===== src/rtl/rv64_pipe_pkg.sv =====
// Shared definitions for the RV64 5-stage pipeline control slice.
//   state_e      : hazard controller FSM states
//   stg_ctl_t    : {en, clr} pair driving one dff_enrc stage register
//   PC_SEL_*     : PC source select encodings
//   FWD_*        : operand forwarding select encodings
//   RW, CNT_W    : register address width, controller counter width
//   fwd_pick()   : forwarding priority helper (EX/MEM over MEM/WB)
package rv64_pipe_pkg;

  localparam int unsigned RW    = 5;
  localparam int unsigned CNT_W = 4;

  typedef enum logic [1:0] {
    ST_RUN        = 2'd0,
    ST_MD_BUSY    = 2'd1,
    ST_TRAP_DRAIN = 2'd2
  } state_e;

  localparam logic [1:0] PC_SEL_SEQ  = 2'b00;
  localparam logic [1:0] PC_SEL_EX   = 2'b01;
  localparam logic [1:0] PC_SEL_TRAP = 2'b10;

  localparam logic [1:0] FWD_RF    = 2'b00;
  localparam logic [1:0] FWD_EXMEM = 2'b10;
  localparam logic [1:0] FWD_MEMWB = 2'b01;

  typedef struct packed {
    logic en;
    logic clr;
  } stg_ctl_t;

  // en=1,clr=0 loads d; en=0 holds; en=1,clr=1 loads a bubble
  localparam stg_ctl_t STG_RUN    = '{en: 1'b1, clr: 1'b0};
  localparam stg_ctl_t STG_HOLD   = '{en: 1'b0, clr: 1'b0};
  localparam stg_ctl_t STG_BUBBLE = '{en: 1'b1, clr: 1'b1};

  // A load in EX cannot supply its result yet, so it falls through to MEM/WB
  function automatic logic [1:0] fwd_pick(input logic ex_hit,
                                          input logic ex_load,
                                          input logic mem_hit);
    logic [1:0] sel;
    sel = FWD_RF;
    if (ex_hit && !ex_load) begin
      sel = FWD_EXMEM;
    end else if (mem_hit) begin
      sel = FWD_MEMWB;
    end
    return sel;
  endfunction

endpackage


===== src/rtl/rv64_fwd_unit.sv =====
// Combinational source/destination register compare for the ID stage.
// Configuration macro: HAZ_FORWARD_EN
//   defined   : forwarding selects from EX/MEM and MEM/WB; raw_hit flags load-use only
//   undefined : no forwarding; raw_hit flags any used source matching a writing EX/MEM rd
// Ports:
//   rs1, rs2        in  RW  ID source registers
//   use1, use2      in  1   ID actually reads rs1/rs2
//   ex_rd, ex_wen, ex_load  in  EX destination, write enable, load flag
//   mem_rd, mem_wen in      MEM destination, write enable
//   fwd_a, fwd_b    out 2   forwarding selects for the operands latched into ID/EX
//   raw_hit         out 1   ID must stall one cycle
module rv64_fwd_unit #(
  parameter int unsigned RW = rv64_pipe_pkg::RW
) (
  input  logic [RW-1:0] rs1,
  input  logic [RW-1:0] rs2,
  input  logic          use1,
  input  logic          use2,
  input  logic [RW-1:0] ex_rd,
  input  logic          ex_wen,
  input  logic          ex_load,
  input  logic [RW-1:0] mem_rd,
  input  logic          mem_wen,
  output logic [1:0]    fwd_a,
  output logic [1:0]    fwd_b,
  output logic          raw_hit
);
  import rv64_pipe_pkg::*;

  logic ex_hit1;
  logic ex_hit2;
  logic mem_hit1;
  logic mem_hit2;

  // x0 is never a producer
  assign ex_hit1  = ex_wen  && (ex_rd  != '0) && (ex_rd  == rs1);
  assign ex_hit2  = ex_wen  && (ex_rd  != '0) && (ex_rd  == rs2);
  assign mem_hit1 = mem_wen && (mem_rd != '0) && (mem_rd == rs1);
  assign mem_hit2 = mem_wen && (mem_rd != '0) && (mem_rd == rs2);

`ifdef HAZ_FORWARD_EN
  assign fwd_a   = fwd_pick(ex_hit1, ex_load, mem_hit1);
  assign fwd_b   = fwd_pick(ex_hit2, ex_load, mem_hit2);
  assign raw_hit = ex_load && ((ex_hit1 && use1) || (ex_hit2 && use2));
`else
  logic unused_ex_load;

  assign fwd_a   = FWD_RF;
  assign fwd_b   = FWD_RF;
  // Repeats every cycle until the producer has left MEM
  assign raw_hit = (use1 && (ex_hit1 || mem_hit1)) ||
                   (use2 && (ex_hit2 || mem_hit2));
  assign unused_ex_load = ex_load;
`endif

endmodule


===== src/rtl/rv64_hazard_ctrl.sv =====
// Pipeline control for the 5-stage RV64 core: stage register en/clr, PC enable,
// PC source select and operand forwarding. Resolves load-use/RAW hazards,
// branch mispredict, multi-cycle MUL/DIV, data-memory wait states and traps.
// Configuration macro: HAZ_FORWARD_EN (see rv64_fwd_unit).
// Parameters: MD_LAT (>=2) cycles a MUL/DIV occupies EX, TRAP_CYC (>=1) drain
//   cycles after a trap redirect, RW register address width.
// Ports:
//   clk, rst_n                         clock, async active-low reset
//   id_rs1/id_rs2, id_use1/id_use2     ID sources and use flags
//   ex_rd, ex_wen, ex_load, ex_md, ex_mispred   EX stage status
//   mem_rd, mem_wen, mem_trap          MEM stage status
//   dmem_stall                         data memory not ready
//   pc_en, pc_sel                      PC enable and source select
//   {ifid,idex,exmem,memwb}_{en,clr}   stage register controls
//   fwd_a, fwd_b                       forwarding selects
//   md_last                            final MUL/DIV cycle, EX result valid
// Outputs are combinational from the FSM state and the current inputs.
module rv64_hazard_ctrl #(
  parameter int unsigned MD_LAT   = 8,
  parameter int unsigned TRAP_CYC = 2,
  parameter int unsigned RW       = rv64_pipe_pkg::RW
) (
  input  logic          clk,
  input  logic          rst_n,
  input  logic [RW-1:0] id_rs1,
  input  logic [RW-1:0] id_rs2,
  input  logic          id_use1,
  input  logic          id_use2,
  input  logic [RW-1:0] ex_rd,
  input  logic          ex_wen,
  input  logic          ex_load,
  input  logic          ex_md,
  input  logic          ex_mispred,
  input  logic [RW-1:0] mem_rd,
  input  logic          mem_wen,
  input  logic          mem_trap,
  input  logic          dmem_stall,
  output logic          pc_en,
  output logic [1:0]    pc_sel,
  output logic          ifid_en,
  output logic          ifid_clr,
  output logic          idex_en,
  output logic          idex_clr,
  output logic          exmem_en,
  output logic          exmem_clr,
  output logic          memwb_en,
  output logic          memwb_clr,
  output logic [1:0]    fwd_a,
  output logic [1:0]    fwd_b,
  output logic          md_last
);
  import rv64_pipe_pkg::*;

  localparam logic [CNT_W-1:0] MD_INIT   = CNT_W'(MD_LAT - 2);
  localparam logic [CNT_W-1:0] TRAP_INIT = CNT_W'(TRAP_CYC - 1);

  state_e           state_q;
  state_e           state_d;
  logic [CNT_W-1:0] cnt_q;
  logic [CNT_W-1:0] cnt_d;
  logic             md_ack_q;
  logic             md_ack_d;
  logic             raw_hit;
  logic             run_haz;
  stg_ctl_t         ifid_c;
  stg_ctl_t         idex_c;
  stg_ctl_t         exmem_c;
  stg_ctl_t         memwb_c;

  // Register compare / forwarding
  rv64_fwd_unit #(
    .RW (RW)
  ) u_fwd (
    .rs1     (id_rs1),
    .rs2     (id_rs2),
    .use1    (id_use1),
    .use2    (id_use2),
    .ex_rd   (ex_rd),
    .ex_wen  (ex_wen),
    .ex_load (ex_load),
    .mem_rd  (mem_rd),
    .mem_wen (mem_wen),
    .fwd_a   (fwd_a),
    .fwd_b   (fwd_b),
    .raw_hit (raw_hit)
  );

  // Next state and stage control, highest priority event first
  always_comb begin
    state_d  = state_q;
    cnt_d    = cnt_q;
    md_ack_d = md_ack_q;
    pc_en    = 1'b1;
    pc_sel   = PC_SEL_SEQ;
    ifid_c   = STG_RUN;
    idex_c   = STG_RUN;
    exmem_c  = STG_RUN;
    memwb_c  = STG_RUN;
    md_last  = 1'b0;
    run_haz  = 1'b0;

    if (mem_trap) begin
      // Flush everything and abort any MUL/DIV in flight
      pc_sel   = PC_SEL_TRAP;
      ifid_c   = STG_BUBBLE;
      idex_c   = STG_BUBBLE;
      exmem_c  = STG_BUBBLE;
      memwb_c  = STG_BUBBLE;
      state_d  = ST_TRAP_DRAIN;
      cnt_d    = TRAP_INIT;
      md_ack_d = 1'b0;
    end else if (dmem_stall) begin
      // MEM cannot complete: freeze upstream, bubble into WB, counters hold
      pc_en   = 1'b0;
      ifid_c  = STG_HOLD;
      idex_c  = STG_HOLD;
      exmem_c = STG_HOLD;
      memwb_c = STG_BUBBLE;
    end else begin
      unique case (state_q)
        ST_TRAP_DRAIN: begin
          pc_en  = 1'b0;
          ifid_c = STG_BUBBLE;
          idex_c = STG_BUBBLE;
          if (cnt_q == '0) begin
            state_d = ST_RUN;
          end else begin
            cnt_d = cnt_q - CNT_W'(1);
          end
        end
        ST_MD_BUSY: begin
          if (cnt_q == '0) begin
            // Result ready: MUL/DIV leaves EX; ID still subject to its own hazards
            md_last  = 1'b1;
            md_ack_d = 1'b1;
            state_d  = ST_RUN;
            run_haz  = 1'b1;
          end else begin
            pc_en   = 1'b0;
            ifid_c  = STG_HOLD;
            idex_c  = STG_HOLD;
            exmem_c = STG_BUBBLE;
            cnt_d   = cnt_q - CNT_W'(1);
          end
        end
        default: begin
          if (ex_md && !md_ack_q) begin
            // First MUL/DIV cycle counts towards MD_LAT
            pc_en   = 1'b0;
            ifid_c  = STG_HOLD;
            idex_c  = STG_HOLD;
            exmem_c = STG_BUBBLE;
            state_d = ST_MD_BUSY;
            cnt_d   = MD_INIT;
          end else begin
            run_haz = 1'b1;
          end
        end
      endcase

      if (run_haz) begin
        if (ex_mispred) begin
          // Redirect wins; any load-use stall on the wrong path is moot
          pc_sel = PC_SEL_EX;
          ifid_c = STG_BUBBLE;
          idex_c = STG_BUBBLE;
        end else if (raw_hit) begin
          pc_en  = 1'b0;
          ifid_c = STG_HOLD;
          idex_c = STG_BUBBLE;
        end
      end
    end

    // A new instruction entering EX that is not MUL/DIV re-arms the MUL/DIV start
    if (!mem_trap && !md_last && idex_c.en && !ex_md) begin
      md_ack_d = 1'b0;
    end
  end

  // State register
  always_ff @(posedge clk or negedge rst_n) begin
    if (!rst_n) begin
      state_q  <= ST_RUN;
      cnt_q    <= '0;
      md_ack_q <= 1'b0;
    end else begin
      state_q  <= state_d;
      cnt_q    <= cnt_d;
      md_ack_q <= md_ack_d;
    end
  end

  assign ifid_en   = ifid_c.en;
  assign ifid_clr  = ifid_c.clr;
  assign idex_en   = idex_c.en;
  assign idex_clr  = idex_c.clr;
  assign exmem_en  = exmem_c.en;
  assign exmem_clr = exmem_c.clr;
  assign memwb_en  = memwb_c.en;
  assign memwb_clr = memwb_c.clr;

endmodule

===== config.mk =====
export PLATFORM = sky130hd
export DESIGN_NAME = rv64_hazard_ctrl
export DESIGN_NICKNAME = d
export VERILOG_FILES = /design/src/rtl/rv64_pipe_pkg.sv /design/src/rtl/rv64_fwd_unit.sv /design/src/rtl/rv64_hazard_ctrl.sv
export SDC_FILE = /design/constraint.sdc
export NUM_CORES = 1
export LEC_CHECK = 0
export CORE_ASPECT_RATIO = 0.6
export CORE_MARGIN = 3
export CORE_UTILIZATION = 30
export DETAILED_ROUTE_END_ITERATION = 12
export DONT_BUFFER_PORTS = 1
export PLACE_DENSITY_LB_ADDON = 0.25
export SYNTH_ARGS = -nofsm -noshare
export SYNTH_HDL_FRONTEND = slang
export SYNTH_HIERARCHICAL = 1
export SYNTH_SLANG_ARGS = --single-unit

===== constraint.sdc =====
create_clock -name clk -period 4.4 [get_ports clk]
set_input_delay 0 -clock clk [delete_from_list [all_inputs] [get_ports clk]]
set_output_delay 0 -clock clk [all_outputs]
set_load 0.01 [all_outputs]

# Yosys cells after proc, flatten, opt, wreduce, memory -nomap -nowiden
# Cells that the tools add are included.
[op_classes]
n_eq_ne = 10
muxes = 52
n_reduce_logical = 29
add_sub_neg = 1
[op_table]
columns = ["op", "count"]
rows = [
  ["2-to-1 mux 2 bit", 20],
  ["2-to-1 mux 1 bit", 24],
  ["equality test 5 bit", 4],
  ["2-to-1 mux 4 bit", 5],
  ["logical AND 1 bit", 12],
  ["nonzero test 5 bit", 2],
  ["AND reduction 3 bit", 3],
  ["nonzero test 3 bit", 3],
  ["logical NOT 1 bit", 4],
  ["logical NOT 4 bit", 1],
  ["one-hot mux 1 bit (2 select lines)", 2],
  ["one-hot mux 2 bit (2 select lines)", 1],
  ["subtractor 4 x 1 -> 4 bit, second input constant", 1],
  ["logical OR 1 bit", 3],
  ["inequality test 3 x 1 -> 1 bit, second input constant", 1],
  ["inequality test 3 x 2 -> 1 bit, second input constant", 1],
  ["inequality test 3 bit, second input constant", 1],
  ["equality test 2 x 1 -> 1 bit, second input constant", 1],
  ["equality test 2 bit, second input constant", 1],
  ["inequality test 2 bit, second input constant", 1],
  ["OR reduction 2 bit", 1],
]
[totals]
output_inout_bits = 16
ff_bits = 7
elab_cells = 95

# Logic depth before layout (Yosys ltp)
[logic_depth]
ltp_word = 15
depth_mapped = 7
depth_no_buf = 7

# Hierarchy
# The synthesis kept the hierarchy.
[modules_own_cells]
columns = ["module", "seq_area_each_um2", "n_inst", "area_each_um2", "cells_each"]
rows = [
  ["rv64_hazard_ctrl", 175.2, 1, 653.1, 78],
  ["rv64_fwd_unit", 0.0, 1, 295.3, 38],
]

# Worst setup path after synthesis
# No wires, ideal clock.
[synth_timing]
path_kind = "register to register"
from = "register state_q[0]"
to = "register cnt_q[0]"
stages_incl_launch_ff = 8
setup_ns = 0.124
synth_period_minus_slack_ns = 1.622
n_path_buf = 1
arrival_ns = 1.498
slack_ns = 2.778
cell_sequence = "dfrtp_1 -> inv_1 -> ha_1 -> buf_4 -> nor4b_2 -> a211oi_2 -> nor2_1 -> a211o_1"
[synth_via]
elab_chain_cells = 5
[synth_rtl]
columns = ["element", "line", "rtl"]
rows = [
  ["start: declaration", "rv64_hazard_ctrl.sv:57", "state_e state_q;"],
  ["start signal: assignment", "rv64_hazard_ctrl.sv:188", "state_q <= state_d;"],
  ["equality test 2 x 1 -> 1 bit / equality test 2 bit (equally long branches)", "rv64_hazard_ctrl.sv:120", "unique case (state_q)"],
  ["OR reduction 2 bit (no source line) (*)", "-", ""],
  ["2-to-1 mux 4 bit", "-", ""],
  ["2-to-1 mux 4 bit", "rv64_hazard_ctrl.sv:112", "end else if (dmem_stall) begin"],
  ["2-to-1 mux 4 bit", "rv64_hazard_ctrl.sv:102", "if (mem_trap) begin"],
  ["end signal: assignment", "rv64_hazard_ctrl.sv:189", "cnt_q <= cnt_d;"],
  ["end: declaration", "rv64_hazard_ctrl.sv:59", "logic [CNT_W-1:0] cnt_q;"],
]
# Every way passes the cells marked *; elsewhere a longest branch is shown, timed or not. The select of a mux whose other input is x is not followed.
# A chain may end at the register's enable or synchronous reset.

# Worst setup path after layout
[layout_timing]
from = "register state_q[0]"
to = "output port ifid_clr"
[layout_via]
elab_chain_cells = 7
[layout_rtl]
columns = ["element", "line", "rtl"]
rows = [
  ["equality test 2 x 1 -> 1 bit / equality test 2 bit (equally long branches)", "rv64_hazard_ctrl.sv:120", ""],
  ["one-hot mux 2 bit (2 select lines) / one-hot mux 1 bit (2 select lines) (equally long branches)", "rv64_hazard_ctrl.sv:120", ""],
  ["2-to-1 mux 2 bit / 2-to-1 mux 1 bit (equally long branches)", "rv64_hazard_ctrl.sv:167, rv64_hazard_ctrl.sv:112", ""],
  ["2-to-1 mux 2 bit / 2-to-1 mux 1 bit (equally long branches)", "rv64_hazard_ctrl.sv:162, rv64_hazard_ctrl.sv:102", ""],
  ["2-to-1 mux 2 bit (*)", "rv64_hazard_ctrl.sv:161", "if (run_haz) begin"],
  ["2-to-1 mux 2 bit (*)", "rv64_hazard_ctrl.sv:112", ""],
  ["2-to-1 mux 2 bit (*)", "rv64_hazard_ctrl.sv:102", ""],
  ["end: declaration", "rv64_hazard_ctrl.sv:41", "output logic ifid_clr,"],
]
# Marks and branches as above.

==> impl_metrics.json <==
{
  "slowest_delay_ns": 0.46,
  "grt_max_degree": 12,
  "clockBufferDepth": 2,
  "clkLatencyLatePin_ns": 0.23,
  "postCtsSetupBuffers": 0,
  "cts.htree.levels": 1,
  "regArea_um2": 175,
  "crit_fanout": 11,
  "cpLargestDelayFamily": "compound AO/OA/AOI/OAI gates",
  "clock.fmax_mhz": 471,
  "ys_seq_area_frac": 0.185,
  "critPathSlowestCell": "ha_1",
  "synthesis.instances": 116,
  "maxSlewViolCount": 0,
  "viasPerCell": 5.14,
  "required_ns": 4.40,
  "r2r-start": "state_q[0]$_DFFE_PN0P_",
  "power.total_w": 0.000295,
  "synth_area_leaders": "dfrtp_1, xor2_1, buf_4",
  "numCtsBuffers": 3,
  "min_from": "mem_trap",
  "power_density_mw_per_mm2": 285,
  "max-vdd-ir-drop_mv": 0.151,
  "grt_pass1_vias": 821,
  "vias": 823,
  "wl_per_cell_um": 16.3,
  "cp-end-kind": "output port",
  "status": "finished, final reports clean",
  "multi_input_area_um2": 697,
  "cts.sinks": 7,
  "grt.total_usage": 0.138,
  "drv_cap": 0,
  "cts_root_buf": "clkbuf_8",
  "timing.hold.ws_ns": 0.0000767,
  "drive_above_1_share": 0.119,
  "startpoint": "state_q[0]$_DFFE_PN0P_",
  "fin_tns_setup_ns": 0,
  "area_growth_pct": 9.23,
  "antenna_cells": 0,
  "worstSetupPathType": "flip-flop to output port",
  "core_mm2": 0.00295,
  "setup_violations": 0,
  "place_area_um2": 951,
  "portBuffers": 0,
  "nFillCells": 311,
  "die_w_um": 78.6,
  "rrSetupSlack_ns": 2.49,
  "synth-warning-count": 6,
  "post-route-period-util": 0.482,
  "synth_top_area_cell": "dfrtp_1",
  "die-area_mm2": 0.00389,
  "critPathBufInv": 2,
  "grt_antenna_before_repair": 0,
  "critical_path_arrival_ns": 2.12,
  "routed_wirelength_um": 2600,
  "first_pass_iters": 4,
  "pin_count": 47,
  "cts_tree": "yes",
  "dp_hpwl_um": 2090,
  "drt_iter0_markers": 61,
  "clkTransAtPathRegs_ns": 0.04,
  "syn_area_um2": 948,
  "grt_first_pass_wirelength_um": 4190,
  "fin_nets": 154,
  "die_y_um": 49.6,
  "start_util": 0.322,
  "synth_area_per_cell_um2": 8.18,
  "clock_skew_ns": 0.00177,
  "post-route-min-period_ns": 2.12,
  "drtAntennaViolNets": 0,
  "cp_cell_sequence": "inv_1, ha_1, inv_1, mux2i_4, a21oi_1, a311o_1",
  "min_path_type": "input port to output port",
  "p_leak_nw": 0.426,
  "rsz0062_at_grt": "false",
  "start_kind": "flip-flop",
  "path_common_cell": "inv_1",
  "hold_viol": 0,
  "synth-seq-cells": 7,
  "synth_top_area_frac": 0.185,
  "drcViolationCount": 0,
  "grt-ovfl-total": 0,
  "row_count": 15,
  "final_area_mm2": 0.00104,
  "ys_types": 37,
  "gp_congestion": 0.798
}
==> cell usage after synthesis, drive strengths merged <==
library cell,number
xor2,16
nand2,9
buf,8
nor2,8
a21oi,7
dfrtp,7
inv,7
o21ai,6
ha,4
nand2b,4
nor4,4
xnor2,4
or2,3
a31o,2
a32oi,2
and2,2
conb,2
mux2i,2
nor3,2
o211ai,2
or4,2
a211o,1
a211oi,1
a21o,1
a221oi,1
a311o,1
a311oi,1
and4,1
clkbuf,1
nand4bb,1
nor2b,1
nor3b,1
nor4b,1
o22ai,1
==> layout by cell type (no fill, tap or decap), types with 2 or more instances in the layout <==
cell           netlist  layout
and2_1               2       2
a31o_2               2       2
inv_1                7       7
o211ai_1             2       2
or2_2                3       3
dlygate4sd3_1        0       4
nor3_1               2       2
a32oi_1              2       2
o21ai_1              2       2
nand2b_1             4       4
nor4_1               4       4
nor2_1               8       8
a21oi_1              7       7
nand2_1              9       9
dfrtp_1              7       7
clkbuf_8             0       3
or4_1                2       2
conb_1               2       5
o21ai_0              4       4
xnor2_1              4       4
xor2_1              16      16
ha_1                 4       4
==> cell type report <==
type / instances / area share
repair buffers: 4 / 0.0386
inverters: 7 / 0.0254
clock buffers: 4 / 0.0435
multi-input cells: 96 / 0.673
flip-flops and latches: 7 / 0.169
well taps: 42 / 0.0507
==> stage by stage <==
step / std cells / utilization / worst slack, ns
2_1_floorplan: 119 / - / 2.78
3_3_place_gp: 152 / 0.323 / 2.54
3_5_place_dp: 152 / 0.323 / 2.53
4_1_cts: 160 / 0.352 / 2.28
5_1_grt: 160 / 0.352 / 2.14
6_report: 160 / 0.352 / 2.28
==> final timing paths <==
check                                         end  cells after the start
setup / recovery                         ifid_clr                      6
hold / removal                          pc_sel[1]                      0
setup reg to reg             cnt_q[0]$_DFFE_PN0P_                      6
hold reg to reg            state_q[1]$_DFFE_PN0P_                      2
max in group asynchronous    cnt_q[1]$_DFFE_PN0P_                      1
min in group asynchronous  state_q[0]$_DFFE_PN0P_                      1
==> state kept, by name (all words and copies together) (netlist names) <==
register / flops
cnt_q: 4
md_ack_q: 1
state_q: 2
==> kinds of logic (layout without fill, tap and decap cells) <==
family	count (synthesis)	after routing	share of synthesized area
other cells	2	5	0.00792
mux	2	2	0.0343
fa+ha+maj	4	4	0.0528
flops	7	7	0.185
buf+inv	16	15	0.0923
simple gates	39	39	0.249
xor+xnor	20	20	0.185
compound gates	26	26	0.194
==> worst register-to-register path: cells and delay by family (launching register included) <==
family                   cells  cell delay, ns
buffers and inverters        1            0.05
AND/OR/NAND/NOR              2            0.19
AO/OA/AOI/OAI                2            0.66
flip-flops                   1            0.37
adder cells (fa/ha/maj)      1            0.53
==> per-layer routing <==
layer / GRT usage / vias up / part of all wire
met1: 0.183 / 397 / 0.48
li1: - / 398 / -
met3: 0.0566 / 0 / 0.070
met4: 0.0174 / 0 / 0
met5: 0 / - / 0
met2: 0.217 / 28 / 0.45
==> power breakdown <==
part	internal [W]	total [W]	switching [W]
registers	0.0000737	0.0000839	0.0000101
clock network	0.0000627	0.0000907	0.0000280
logic	0.0000536	0.000120	0.0000668
==> what timing repair did <==
item                      CTS  global route
gates resized for setup     0             0
hold buffers                4             0
hold endpoints to repair   13             0
No activity file was read; power rests on OpenSTA's default activity.
